===== src/rtl/fft_bfp_normalizer_pkg.sv =====
// Shared constants, types and the saturation helper for the block-floating-point normalizer.
package fft_pkg;

    localparam int EXP_W     = 6;
    localparam int ERR_FRAME = 0;
    localparam int ERR_SAT   = 1;
    // Wide enough for a 32-bit sample shifted left by 32 without losing bits.
    localparam int WIDE_W    = 64;

    typedef enum logic {IDLE, INFRAME} state_t;

    typedef struct packed {
        logic signed [WIDE_W-1:0] value;
        logic                     clip;
    } sat_t;

    function automatic sat_t saturate(input logic signed [WIDE_W-1:0] v, input int unsigned width);
        logic signed [WIDE_W-1:0] hi;
        logic signed [WIDE_W-1:0] lo;
        sat_t                     r;
        hi      = (64'sd1 <<< (width - 1)) - 64'sd1;
        lo      = -hi - 64'sd1;
        r.clip  = (v > hi) || (v < lo);
        r.value = (v > hi) ? hi : ((v < lo) ? lo : v);
        return r;
    endfunction

endpackage


===== src/rtl/fft_bfp_normalizer_if.sv =====
// Input BFP stream plus output fixed-scale stream, with the DUT on the slave side.
interface fft_bfp_normalizer_if #(
    parameter int IN_W  = 32,
    parameter int OUT_W = 16
);
    import fft_pkg::*;

    logic                    in_valid;
    logic                    in_ready;
    logic [1:0]              in_error;
    logic                    in_sop;
    logic                    in_eop;
    logic signed [IN_W-1:0]  in_real;
    logic signed [IN_W-1:0]  in_imag;
    logic signed [EXP_W-1:0] in_exp;
    logic                    out_valid;
    logic                    out_ready;
    logic [1:0]              out_error;
    logic                    out_sop;
    logic                    out_eop;
    logic signed [OUT_W-1:0] out_real;
    logic signed [OUT_W-1:0] out_imag;
    logic [2*OUT_W-1:0]      out_power;
    logic [1:0]              err_sticky;

    modport master (
        output in_valid, in_error, in_sop, in_eop, in_real, in_imag, in_exp, out_ready,
        input  in_ready, out_valid, out_error, out_sop, out_eop, out_real, out_imag,
               out_power, err_sticky
    );

    modport slave (
        input  in_valid, in_error, in_sop, in_eop, in_real, in_imag, in_exp, out_ready,
        output in_ready, out_valid, out_error, out_sop, out_eop, out_real, out_imag,
               out_power, err_sticky
    );

endinterface


===== src/rtl/fft_bfp_normalizer_shift_sat.sv =====
// One component: apply 2^(-exp) (left shift or flooring right shift), then saturate to OUT_W.
module fft_bfp_shift_sat
    import fft_pkg::*;
#(
    parameter int IN_W  = 32,
    parameter int OUT_W = 16
) (
    input  logic signed [IN_W-1:0]  din,
    input  logic signed [EXP_W-1:0] exp,
    output logic signed [OUT_W-1:0] dout,
    output logic                    clip
);

    logic signed [WIDE_W-1:0] wide;
    logic signed [WIDE_W-1:0] shifted;
    logic signed [EXP_W:0]    shift;
    logic        [EXP_W:0]    mag;
    sat_t                     res;

    always_comb begin
        // NOTE: every variable gets a default first so no path can infer a latch.
        wide    = WIDE_W'(din);
        shifted = wide;
        mag     = '0;
        // One extra bit so exp = -32 becomes a shift of +32.
        shift   = -$signed({exp[EXP_W-1], exp});
        if (!shift[EXP_W]) begin
            shifted = wide <<< shift[EXP_W-1:0];
        end else begin
            mag     = -shift;
            shifted = wide >>> mag[EXP_W-1:0];
        end
        res  = saturate(shifted, OUT_W);
        dout = res.value[OUT_W-1:0];
        clip = res.clip;
    end

endmodule


===== src/rtl/fft_bfp_normalizer.sv =====
// BFP-to-fixed normalizer: framing FSM + shift/saturate (stage 1), power (stage 2), stall-all flow.
module fft_bfp_normalizer
    import fft_pkg::*;
#(
    parameter int FFT_N = 1024,
    parameter int IN_W  = 32,
    parameter int OUT_W = 16
) (
    input logic clk,
    input logic reset,
    fft_bfp_normalizer_if.slave bus
);

    localparam int CNT_W = $clog2(FFT_N);
    localparam logic [CNT_W-1:0] LAST = CNT_W'(FFT_N - 1);

    state_t                  state, state_n;
    logic [CNT_W-1:0]        count, count_n;
    logic signed [EXP_W-1:0] exp_q, exp_n, exp_use;
    logic                    emit, beat_sop, beat_eop, frame_err, drop;
    logic                    fire, s1_en, s2_en;
    logic signed [OUT_W-1:0] sh_real, sh_imag;
    logic                    clip_real, clip_imag;

    logic                    s1_valid, s1_sop, s1_eop;
    logic [1:0]              s1_err;
    logic signed [OUT_W-1:0] s1_real, s1_imag;
    logic                    s2_valid, s2_sop, s2_eop;
    logic [1:0]              s2_err;
    logic signed [OUT_W-1:0] s2_real, s2_imag;
    logic [2*OUT_W-1:0]      s2_power;
    logic [1:0]              sticky;

    logic signed [2*OUT_W-1:0] re_x, im_x, sq_re, sq_im;
    logic [2*OUT_W-1:0]        power_n;

    // A stage may load when the stage after it moves or it is itself empty.
    assign s2_en   = bus.out_ready || !s2_valid;
    assign s1_en   = s2_en || !s1_valid;
    assign fire    = bus.in_valid && s1_en;
    assign exp_use = bus.in_sop ? bus.in_exp : exp_q;

    always_ff @(posedge clk) begin
        // NOTE: sequential state uses non-blocking assignments so all registers update together.
        if (reset) begin
            state <= IDLE;
            count <= '0;
            exp_q <= '0;
        end else begin
            state <= state_n;
            count <= count_n;
            exp_q <= exp_n;
        end
    end

    always_comb begin
        state_n = state; count_n = count; exp_n = exp_q;
        emit = 1'b0; beat_sop = 1'b0; beat_eop = 1'b0; frame_err = 1'b0; drop = 1'b0;
        if (fire) begin
            if (bus.in_sop) begin
                // A sop while already in a frame restarts the frame and flags it.
                emit = 1'b1; beat_sop = 1'b1; frame_err = (state == INFRAME);
                exp_n = bus.in_exp; count_n = CNT_W'(1); state_n = INFRAME;
                if (bus.in_eop) begin
                    beat_eop = 1'b1; frame_err = 1'b1; count_n = '0; state_n = IDLE;
                end
            end else begin
                case (state)
                    IDLE: drop = 1'b1;
                    INFRAME: begin
                        emit = 1'b1;
                        if (count == LAST || bus.in_eop) begin
                            beat_eop  = 1'b1;
                            frame_err = (count != LAST) || !bus.in_eop;
                            count_n   = '0;
                            state_n   = IDLE;
                        end else begin
                            count_n = count + CNT_W'(1);
                        end
                    end
                    default: state_n = IDLE;
                endcase
            end
        end
    end

    fft_bfp_shift_sat #(.IN_W(IN_W), .OUT_W(OUT_W)) u_sat_real (
        .din(bus.in_real), .exp(exp_use), .dout(sh_real), .clip(clip_real)
    );
    fft_bfp_shift_sat #(.IN_W(IN_W), .OUT_W(OUT_W)) u_sat_imag (
        .din(bus.in_imag), .exp(exp_use), .dout(sh_imag), .clip(clip_imag)
    );

    always_ff @(posedge clk) begin
        if (reset) begin
            s1_valid <= 1'b0; s1_sop <= 1'b0; s1_eop <= 1'b0; s1_err <= '0;
            s1_real  <= '0;   s1_imag <= '0;
        end else if (s1_en) begin
            s1_valid <= emit;
            if (emit) begin
                s1_sop  <= beat_sop;
                s1_eop  <= beat_eop;
                s1_err[ERR_FRAME] <= frame_err || (bus.in_error != 2'b00);
                s1_err[ERR_SAT]   <= clip_real || clip_imag;
                s1_real <= sh_real;
                s1_imag <= sh_imag;
            end
        end
    end

    // Sum of squares fits unsigned 2*OUT_W bits: at most 2 * 2^(2*OUT_W-2).
    assign re_x    = (2*OUT_W)'(s1_real);
    assign im_x    = (2*OUT_W)'(s1_imag);
    assign sq_re   = re_x * re_x;
    assign sq_im   = im_x * im_x;
    assign power_n = $unsigned(sq_re) + $unsigned(sq_im);

    always_ff @(posedge clk) begin
        if (reset) begin
            s2_valid <= 1'b0; s2_sop <= 1'b0; s2_eop <= 1'b0; s2_err <= '0;
            s2_real  <= '0;   s2_imag <= '0;  s2_power <= '0;
        end else if (s2_en) begin
            s2_valid <= s1_valid;
            if (s1_valid) begin
                s2_sop   <= s1_sop;
                s2_eop   <= s1_eop;
                s2_err   <= s1_err;
                s2_real  <= s1_real;
                s2_imag  <= s1_imag;
                s2_power <= power_n;
            end
        end
    end

    always_ff @(posedge clk) begin
        if (reset) begin
            sticky <= '0;
        end else begin
            sticky <= sticky
                    | ((s2_en && s1_valid) ? s1_err : 2'b00)
                    | (2'(drop) << ERR_FRAME);
        end
    end

    assign bus.in_ready   = s1_en;
    assign bus.out_valid  = s2_valid;
    assign bus.out_sop    = s2_sop;
    assign bus.out_eop    = s2_eop;
    assign bus.out_error  = s2_err;
    assign bus.out_real   = s2_real;
    assign bus.out_imag   = s2_imag;
    assign bus.out_power  = s2_power;
    assign bus.err_sticky = sticky;

endmodule

===== src/flat_wrapper.sv =====
// flat-port wrapper written by rule: the top's interface ports become plain ports
module fft_bfp_normalizer_flat import fft_pkg::*;
#(
    parameter int FFT_N = 1024,
    parameter int IN_W  = 32,
    parameter int OUT_W = 16
)
  (clk, reset, bus_in_valid, bus_in_error, bus_in_sop, bus_in_eop, bus_in_real, bus_in_imag, bus_in_exp, bus_out_ready, bus_in_ready, bus_out_valid, bus_out_error, bus_out_sop, bus_out_eop, bus_out_real, bus_out_imag, bus_out_power, bus_err_sticky);
  fft_bfp_normalizer_if #(.IN_W(IN_W), .OUT_W(OUT_W)) bus_i ();
  input logic clk;
  input logic reset;
  input wire logic [$bits(bus_i.in_valid)-1:0] bus_in_valid;
  input wire logic [$bits(bus_i.in_error)-1:0] bus_in_error;
  input wire logic [$bits(bus_i.in_sop)-1:0] bus_in_sop;
  input wire logic [$bits(bus_i.in_eop)-1:0] bus_in_eop;
  input wire logic [$bits(bus_i.in_real)-1:0] bus_in_real;
  input wire logic [$bits(bus_i.in_imag)-1:0] bus_in_imag;
  input wire logic [$bits(bus_i.in_exp)-1:0] bus_in_exp;
  input wire logic [$bits(bus_i.out_ready)-1:0] bus_out_ready;
  output wire logic [$bits(bus_i.in_ready)-1:0] bus_in_ready;
  output wire logic [$bits(bus_i.out_valid)-1:0] bus_out_valid;
  output wire logic [$bits(bus_i.out_error)-1:0] bus_out_error;
  output wire logic [$bits(bus_i.out_sop)-1:0] bus_out_sop;
  output wire logic [$bits(bus_i.out_eop)-1:0] bus_out_eop;
  output wire logic [$bits(bus_i.out_real)-1:0] bus_out_real;
  output wire logic [$bits(bus_i.out_imag)-1:0] bus_out_imag;
  output wire logic [$bits(bus_i.out_power)-1:0] bus_out_power;
  output wire logic [$bits(bus_i.err_sticky)-1:0] bus_err_sticky;
  assign bus_i.in_valid = bus_in_valid;
  assign bus_i.in_error = bus_in_error;
  assign bus_i.in_sop = bus_in_sop;
  assign bus_i.in_eop = bus_in_eop;
  assign bus_i.in_real = bus_in_real;
  assign bus_i.in_imag = bus_in_imag;
  assign bus_i.in_exp = bus_in_exp;
  assign bus_i.out_ready = bus_out_ready;
  assign bus_in_ready = bus_i.in_ready;
  assign bus_out_valid = bus_i.out_valid;
  assign bus_out_error = bus_i.out_error;
  assign bus_out_sop = bus_i.out_sop;
  assign bus_out_eop = bus_i.out_eop;
  assign bus_out_real = bus_i.out_real;
  assign bus_out_imag = bus_i.out_imag;
  assign bus_out_power = bus_i.out_power;
  assign bus_err_sticky = bus_i.err_sticky;
  fft_bfp_normalizer #(.FFT_N(FFT_N), .IN_W(IN_W), .OUT_W(OUT_W)) u_core (.clk(clk), .reset(reset), .bus(bus_i));
endmodule

===== config.mk =====
export PLATFORM = sky130hd
export DESIGN_NAME = fft_bfp_normalizer_flat
export DESIGN_NICKNAME = d
export VERILOG_FILES = /design/src/rtl/fft_bfp_normalizer_pkg.sv /design/src/rtl/fft_bfp_normalizer_if.sv /design/src/rtl/fft_bfp_normalizer_shift_sat.sv /design/src/rtl/fft_bfp_normalizer.sv /design/src/flat_wrapper.sv
export SDC_FILE = /design/constraint.sdc
export NUM_CORES = 2
export LEC_CHECK = 0
export ABC_AREA = 1
export ABC_CLOCK_PERIOD_IN_PS = 8400
export BUFFER_PORTS_ARGS = -buffer_cell sky130_fd_sc_hd__clkbuf_2
export CAP_MARGIN = 20
export CORE_ASPECT_RATIO = 0.75
export CORE_MARGIN = 3
export CORE_UTILIZATION = 50
export DETAILED_ROUTE_END_ITERATION = 10
export PLACE_DENSITY = 0.73
export SYNTH_ARGS = -nofsm -noshare
export SYNTH_HDL_FRONTEND = slang
export SYNTH_SLANG_ARGS = --single-unit

===== constraint.sdc =====
create_clock -name clk -period 8.4 [get_ports clk]
set_input_delay 0.84 -clock clk [delete_from_list [all_inputs] [get_ports clk]]
set_output_delay 0.84 -clock clk [all_outputs]
set_load 0.03 [all_outputs]

---- Yosys cells after proc, flatten, opt, wreduce, memory -nomap -nowiden ----
Index checks and enable logic that the tools add are counted.
word-level totals
  word-level logic and storage cells ...... 87
  register bits after elaboration ......... 125
cells by class
  eq/ne operators ......................... 2
  shifts and indexed selects .............. 4
  bitwise gates (word level) .............. 2
  multipliers ............................. 2
  multiplexer cells ....................... 34
  order comparisons ....................... 4
  reductions and logical operators ........ 18
  $add $sub $neg .......................... 4
operators with widths
  operator                                                                           number
  64-bit by 16-bit greater-than comparator with 1-bit output, second input constant  2
  64-bit by 16-bit < comparator with 1-bit output, second input constant             2
  64-bit 2-to-1 mux                                                                  2
  32-bit by 6-bit <<< shifter with 64-bit output                                     2
  32-bit by 6-bit >>> shifter with 64-bit output                                     2
  16-bit by 16-bit multiplier with 32-bit output                                     2
  16-bit 2-to-1 mux                                                                  4
  32-bit adder                                                                       1
  10-bit 2-to-1 mux                                                                  3
  1-bit 2-to-1 mux                                                                   23
  10-bit by 1-bit adder with 10-bit output, second input constant                    1
  10-bit == test, second input constant                                              1
  10-bit inequality test, second input constant                                      1
  1-bit logical OR                                                                   8
  6-bit negation with 7-bit output                                                   1
  6-bit 2-to-1 mux                                                                   1
  6-bit negation                                                                     1
  2-bit AND reduction                                                                3
  2-bit nonzero test                                                                 2
  1-bit zero test                                                                    3
  1-bit logical AND                                                                  2
  2-bit 2-to-1 mux                                                                   1
  2-bit by 1-bit OR with 2-bit output                                                1
  2-bit OR                                                                           1

---- Longest topological paths before layout ----
  depth in word-level cells ............... 8
  gate-level depth with buffers ........... 35
  mapped depth without buffers ............ 32

---- Modules after synthesis ----
Synthesis repeated with hierarchy kept, for this count alone.
unflattened totals
  cell total of the unflattened synthesis .. 5388
  area total of the unflattened synthesis .. 34501.8 µm²
by module, submodules not included
  module              cells each  times used  area each (µm²)
  fft_bfp_normalizer  2760        1           23110.9
  fft_bfp_shift_sat   1314        2           5695.5

---- Least setup slack after synthesis ----
OpenSTA, ideal clock, no wires.
  path type ............................... register to register
  start ................................... register u_core.s1_real[15]
  end ..................................... register u_core.s2_power[31], in the netlist u_core.bus.out_power[31]
  path slack .............................. 1006 ps
  stages on the path, launching flop included .. 29
  arrival time ............................ 7319 ps
  required time ........................... 8326 ps
  path through ............................ dfxtp_1 > clkbuf_1 > clkbuf_1 > nand2_1 > inv_1 > fa_1 > inv_1 > fa_1 > inv_1 > fa_1 > inv_1 > fa_1 > inv_1 > fa_1 > fa_1 > fa_1 > inv_1 > fa_1 > inv_1 > ha_1 > nand2_1 > nor4_1 > nand4_1 > nand3_1 > nand2_1 > o211ai_1 > a221oi_1 > a21o_1 > a31oi_1
between the ends
  word-level cells in the longest chain between the ends .. 2
RTL lines
  what                                            RTL line                   RTL
  start, declared                                 fft_bfp_normalizer.sv:27   logic signed [OUT_W-1:0] s1_real, s1_imag;
  start signal, assigned                          fft_bfp_normalizer.sv:105  s1_real <= sh_real;
  16-bit by 16-bit multiplier with 32-bit output  fft_bfp_normalizer.sv:114  assign sq_re = re_x * re_x;
  32-bit adder                                    fft_bfp_normalizer.sv:116  assign power_n = $unsigned(sq_re) + $unsigned(sq_im);
  end signal, assigned                            fft_bfp_normalizer.sv:130  s2_power <= power_n;
  end, declared                                   fft_bfp_normalizer.sv:31   logic [2*OUT_W-1:0] s2_power;
No other way between the ends.
A chain may end at the register's enable or synchronous reset.

---- Final worst setup path ----
  start ................................... register u_core.s1_imag[15]
  end ..................................... register u_core.s2_power[31], in the netlist u_core.bus.out_power[31]
between the ends
  word-level cells in the longest chain between the ends .. 2
RTL lines
  what                                            RTL line                   RTL
  start, declared                                 fft_bfp_normalizer.sv:27
  start signal, assigned                          fft_bfp_normalizer.sv:106  s1_imag <= sh_imag;
  16-bit by 16-bit multiplier with 32-bit output  fft_bfp_normalizer.sv:115  assign sq_im = im_x * im_x;
  32-bit adder                                    fft_bfp_normalizer.sv:116
No other way between the ends.

==> summary by stage <==
Outcome
The flow ran to the end, and the final reports show no timing, DRC or antenna violations.

Clock network
The clock reaches the later pin of the worst-skew pair after between 400 and 500 ps. The post-CTS clock slew at the launch and capture registers of the worst setup and hold paths is about 60 ps. The longest clock path from root to sink contains 2 buffers. TritonCTS built the clock tree. For this design, the sink count on the clock tree is ~130. In this run the clock root is driven by a clkbuf_16. The number of buffers inserted during clock tree synthesis is 17. The H-tree was split into 4 levels.

Routing
The total via count in the routed design is roughly 33,000. Dividing the detail-routed wire length by the instance count gives 19.0 µm. In the routed layout, each cell is associated on average with a via count of ~5.6. The count of nets left with antenna violations after detail routing is 0.

The initial detailed-routing violation count is between 3,000 and 4,000. The final routed DRC violation total is 0. The first-pass detailed-route iteration total is 7. Summed over all layers, the routed wires come to approximately 110,000 µm.

Floorplan
The total number of placement rows is 80. The initial cell density of the core is 0.511. The area of the die is about 69,000 µm². The number of top-level pins is 150. The core region is 64,400 µm².

The die is 228 µm tall. From left edge to right edge, the die measures 302 µm.

Timing
Clock skew on the completed layout was measured at about 12 ps. The number of hold violations in the final report is 0. The number of pins exceeding their max-slew limit in the final report was 0. In the finished design, the share of the clock period the worst path needs comes to 0.932. For the pin with the worst max-slew slack, the measured transition is 1030 ps. The worst path meets setup with 568 ps of slack.

The tightest hold path in the finished design has a slack of 453 ps. The final total negative setup slack is 0 ps. Setup repair after global routing left no endpoint under its margin. The worst slew margin relative to its limit is 0.310. The smallest clock period supported by the final layout is computed as approximately 7800 ps. The maximum frequency from static timing analysis is about 130 MHz. Setup violations remaining at the end of the flow were counted as 0.

GRT
Across every metal layer, demand over resource in global routing totals 0.327. Entering global routing, the biggest net connects 72 pins. The number of global-route vias before repair was 31,790. The first-pass GRT wire length is about 180,000 µm. The initial antenna violation count is 3. Summed over all layers, the global routing overflow is 0.

Finish
The area overhead of the layout relative to synthesis is 5.69%. The number of nets in the layout is between 5,000 and 6,000. The library cell used most frequently in the layout, excluding fill and tap cells, is nand2_1. The layout has around 6,500 filler cells. In the final layout, the share of cells above drive strength 1 is 0.0662. The top cell types in the final layout, fill and taps aside, are nand2_1, inv_1, nand3_1, fa_1, nor2_1.

Power and ir drop
The internal power component is roughly 2800 µW. The switching power summed over all nets is between 3000 and 4000 µW. The worst voltage drop across the vdd grid is around 0.21 mV.

The share of total power dissipated in sequential elements is 0.109. The analysis attributes to cell leakage a power of 0.0201 µW. The share of total power dissipated in combinational logic is 0.769.

Of the total power, the clock network draws 0.122. Of the total power, the share spent switching nets is 0.575. The power per cell area is 188 nW/µm².

Placement
The worst slack after detailed placement is 409 ps. The total half-perimeter wirelength after legalization and detailed placement is 90,800 µm. The congestion estimate from routability-driven global placement came to 1.01.

The count of buffers inserted at the top-level ports is 149.

Critical path
The startpoint identified for the worst register-to-register timing path is u_core.s1_imag[15]. By startpoint and endpoint, the worst setup path is classified as flip-flop to flip-flop. The most critical setup path has its startpoint at u_core.s1_imag[15]. In this run the worst path has a maximum fanout of 17. The worst setup path is launched from a flip-flop. The logic depth of the worst register-to-register path is 25.

The arrival time at the worst endpoint is 8230 ps. For flop-to-flop paths, the worst setup slack is 570 ps. In this run the critical register-to-register path is captured at u_core.bus.out_power[31]. The critical path capture point is u_core.bus.out_power[31].

The critical path data required time is 8790 ps. The worst setup path is captured at a flip-flop.

Synth
Counting every net in the synthesized netlist gives approximately 5,700. The async set or reset register ratio after synthesis is 0. In the synthesized netlist, the number of instances is ~5,000. The average instance area after synthesis is 6.61 µm². The number of enable flip-flop cells after synthesis is 0. The number of warnings printed during yosys synthesis is 0.

Counting distinct cell types in the post-synthesis netlist gives 55. The total of flip-flops plus latches after synthesis is between 100 and 150. The top flip-flop cell by instance count after synthesis is dfxtp_1.

The combined area of all synthesized cells is between 30,000 and 40,000 µm². The share of synthesized area occupied by flip-flops and latches is 0.0761.

Worst hold path
The worst hold path passes through 2 cells. The worst min-delay path category is flip-flop to flip-flop.

Flow run
The max-cap violation count is 0.
-- critical path, stage by stage (launching register included) --
cell and delay, ps:
dfxtp_1 470, buf_4 290, inv_1 350, nor2_1 270, fa_1 450, fa_1 540, inv_1 50, fa_1 530
inv_1 60, fa_1 510, fa_1 520, fa_1 520, fa_1 540, inv_1 70, fa_1 530, inv_1 40
ha_1 350, nand2_1 150, nor4_1 440, nand4_1 150, nand3_1 210, nand2_1 100, o211ai_1 170, a221oi_1 160
a21o_1 180, a31oi_1 110
-- cell usage after synthesis, types with 4 or more instances --
master	instances	area share
a21oi_1	145	0.022
a31o_2	5	0.0013
a31oi_1	5	0.00095
buf_1	41	0.0047
buf_2	70	0.011
buf_4	18	0.0041
buf_6	6	0.0021
clkbuf_1	133	0.015
dfxtp_1	125	0.076
fa_1	525	0.32
ha_1	149	0.057
inv_1	915	0.10
inv_2	12	0.0014
nand2_1	1394	0.16
nand2_2	18	0.0034
nand3_1	725	0.11
nand3_2	4	0.0012
nand4_1	14	0.0027
nor2_1	289	0.033
nor2_2	4	0.00076
nor3_1	11	0.0017
o211ai_1	15	0.0034
o21ai_0	210	0.032
o21ai_1	24	0.0037
o21bai_1	8	0.0018
or2_2	6	0.0011
xnor2_1	25	0.0067
xor2_1	32	0.0085
-- power by group through the flow --
stage / combinational [µW] / clock, µW / sequential (µW)
after floorplan: 3610 / 0 / 727
after global routing: 5670 / 836 / 720
final: 5020 / 797 / 716
after global placement: 4870 / 0 / 725
after detailed placement: 4940 / 0 / 725
after CTS: 4960 / 812 / 713
-- sequential cells by signal, summed over array words and instances (netlist names) --
signal,flops
u_core.bus.out_error,2
u_core.bus.out_imag,16
u_core.bus.out_valid,1
u_core.s1_eop,1
u_core.s1_valid,1
u_core.bus.out_power,32
u_core.bus.out_eop,1
u_core.s1_imag,16
u_core.bus.err_sticky,2
u_core.s1_sop,1
u_core.bus.out_sop,1
u_core.bus.out_real,16
u_core.state,1
u_core.s1_err,2
u_core.exp_q,6
u_core.count,10
u_core.s1_real,16
-- metal layers --
layer	vias to the layer above	global-route usage	wire length (µm)	share of wire
li1	15208	-	-	-
met2	1615	0.473	46000	0.42
met4	0	0.0813	2650	0.024
met5	-	0	0	0
met3	173	0.0754	12500	0.11
met1	15576	0.492	49500	0.45
-- area by class of cell --
cell class                      instances  area, µm²  share of cell area
Tap cell                              861       1080              0.0310
Clock inverter                         14        175             0.00504
Antenna cell                            3       7.51            0.000216
Inverter                              928       3480               0.100
Sequential cell                       125       2500              0.0720
Clock buffer                           18        439              0.0126
Multi-Input combinational cell       3655      25700               0.740
Timing Repair Buffer                  228       1350              0.0389
-- how the worst min path moves through the flow --
stage / startpoint / endpoint / slack, ps
floorplan: u_core.exp_q[4] / u_core.exp_q[4] / 430
global placement: u_core.bus.err_sticky[1] / u_core.bus.err_sticky[1] / 440
detailed placement: u_core.bus.err_sticky[1] / u_core.bus.err_sticky[1] / 440
CTS: u_core.bus.err_sticky[1] / u_core.bus.err_sticky[1] / 460
global route: u_core.exp_q[4] / u_core.exp_q[4] / 490
finish: u_core.bus.err_sticky[1] / u_core.bus.err_sticky[1] / 450
-- per-stage QoR --
step                      utilization  total power [µW]  instances  cell area (µm²)
after floorplan                     -              4330       4976            32900
after detailed placement        0.531              5660       5797            34100
after global routing            0.540              7220       5829            34800
final                           0.540              6540       5832            34800
after CTS                       0.540              6490       5829            34800
after global placement          0.531              5600       5797            34100
-- kinds of logic after synthesis --
logic type / Yosys count / share of synthesized area
fa+ha+maj: 674 / 0.376
flops: 125 / 0.0761
xor+xnor: 57 / 0.0152
mux: 2 / 0.000608
simple gates: 2480 / 0.317
other cells: 1 / 0.000114
buf+inv: 1196 / 0.143
compound gates: 441 / 0.0726
-- timing repair --
action,in CTS,in global routing
hold buffers,0,0
setup buffers,0,0
resized for setup,0,2
endpoints found under the hold margin,0,0
endpoints found under the setup margin,0,3
Power figures use the tool's default switching activity.
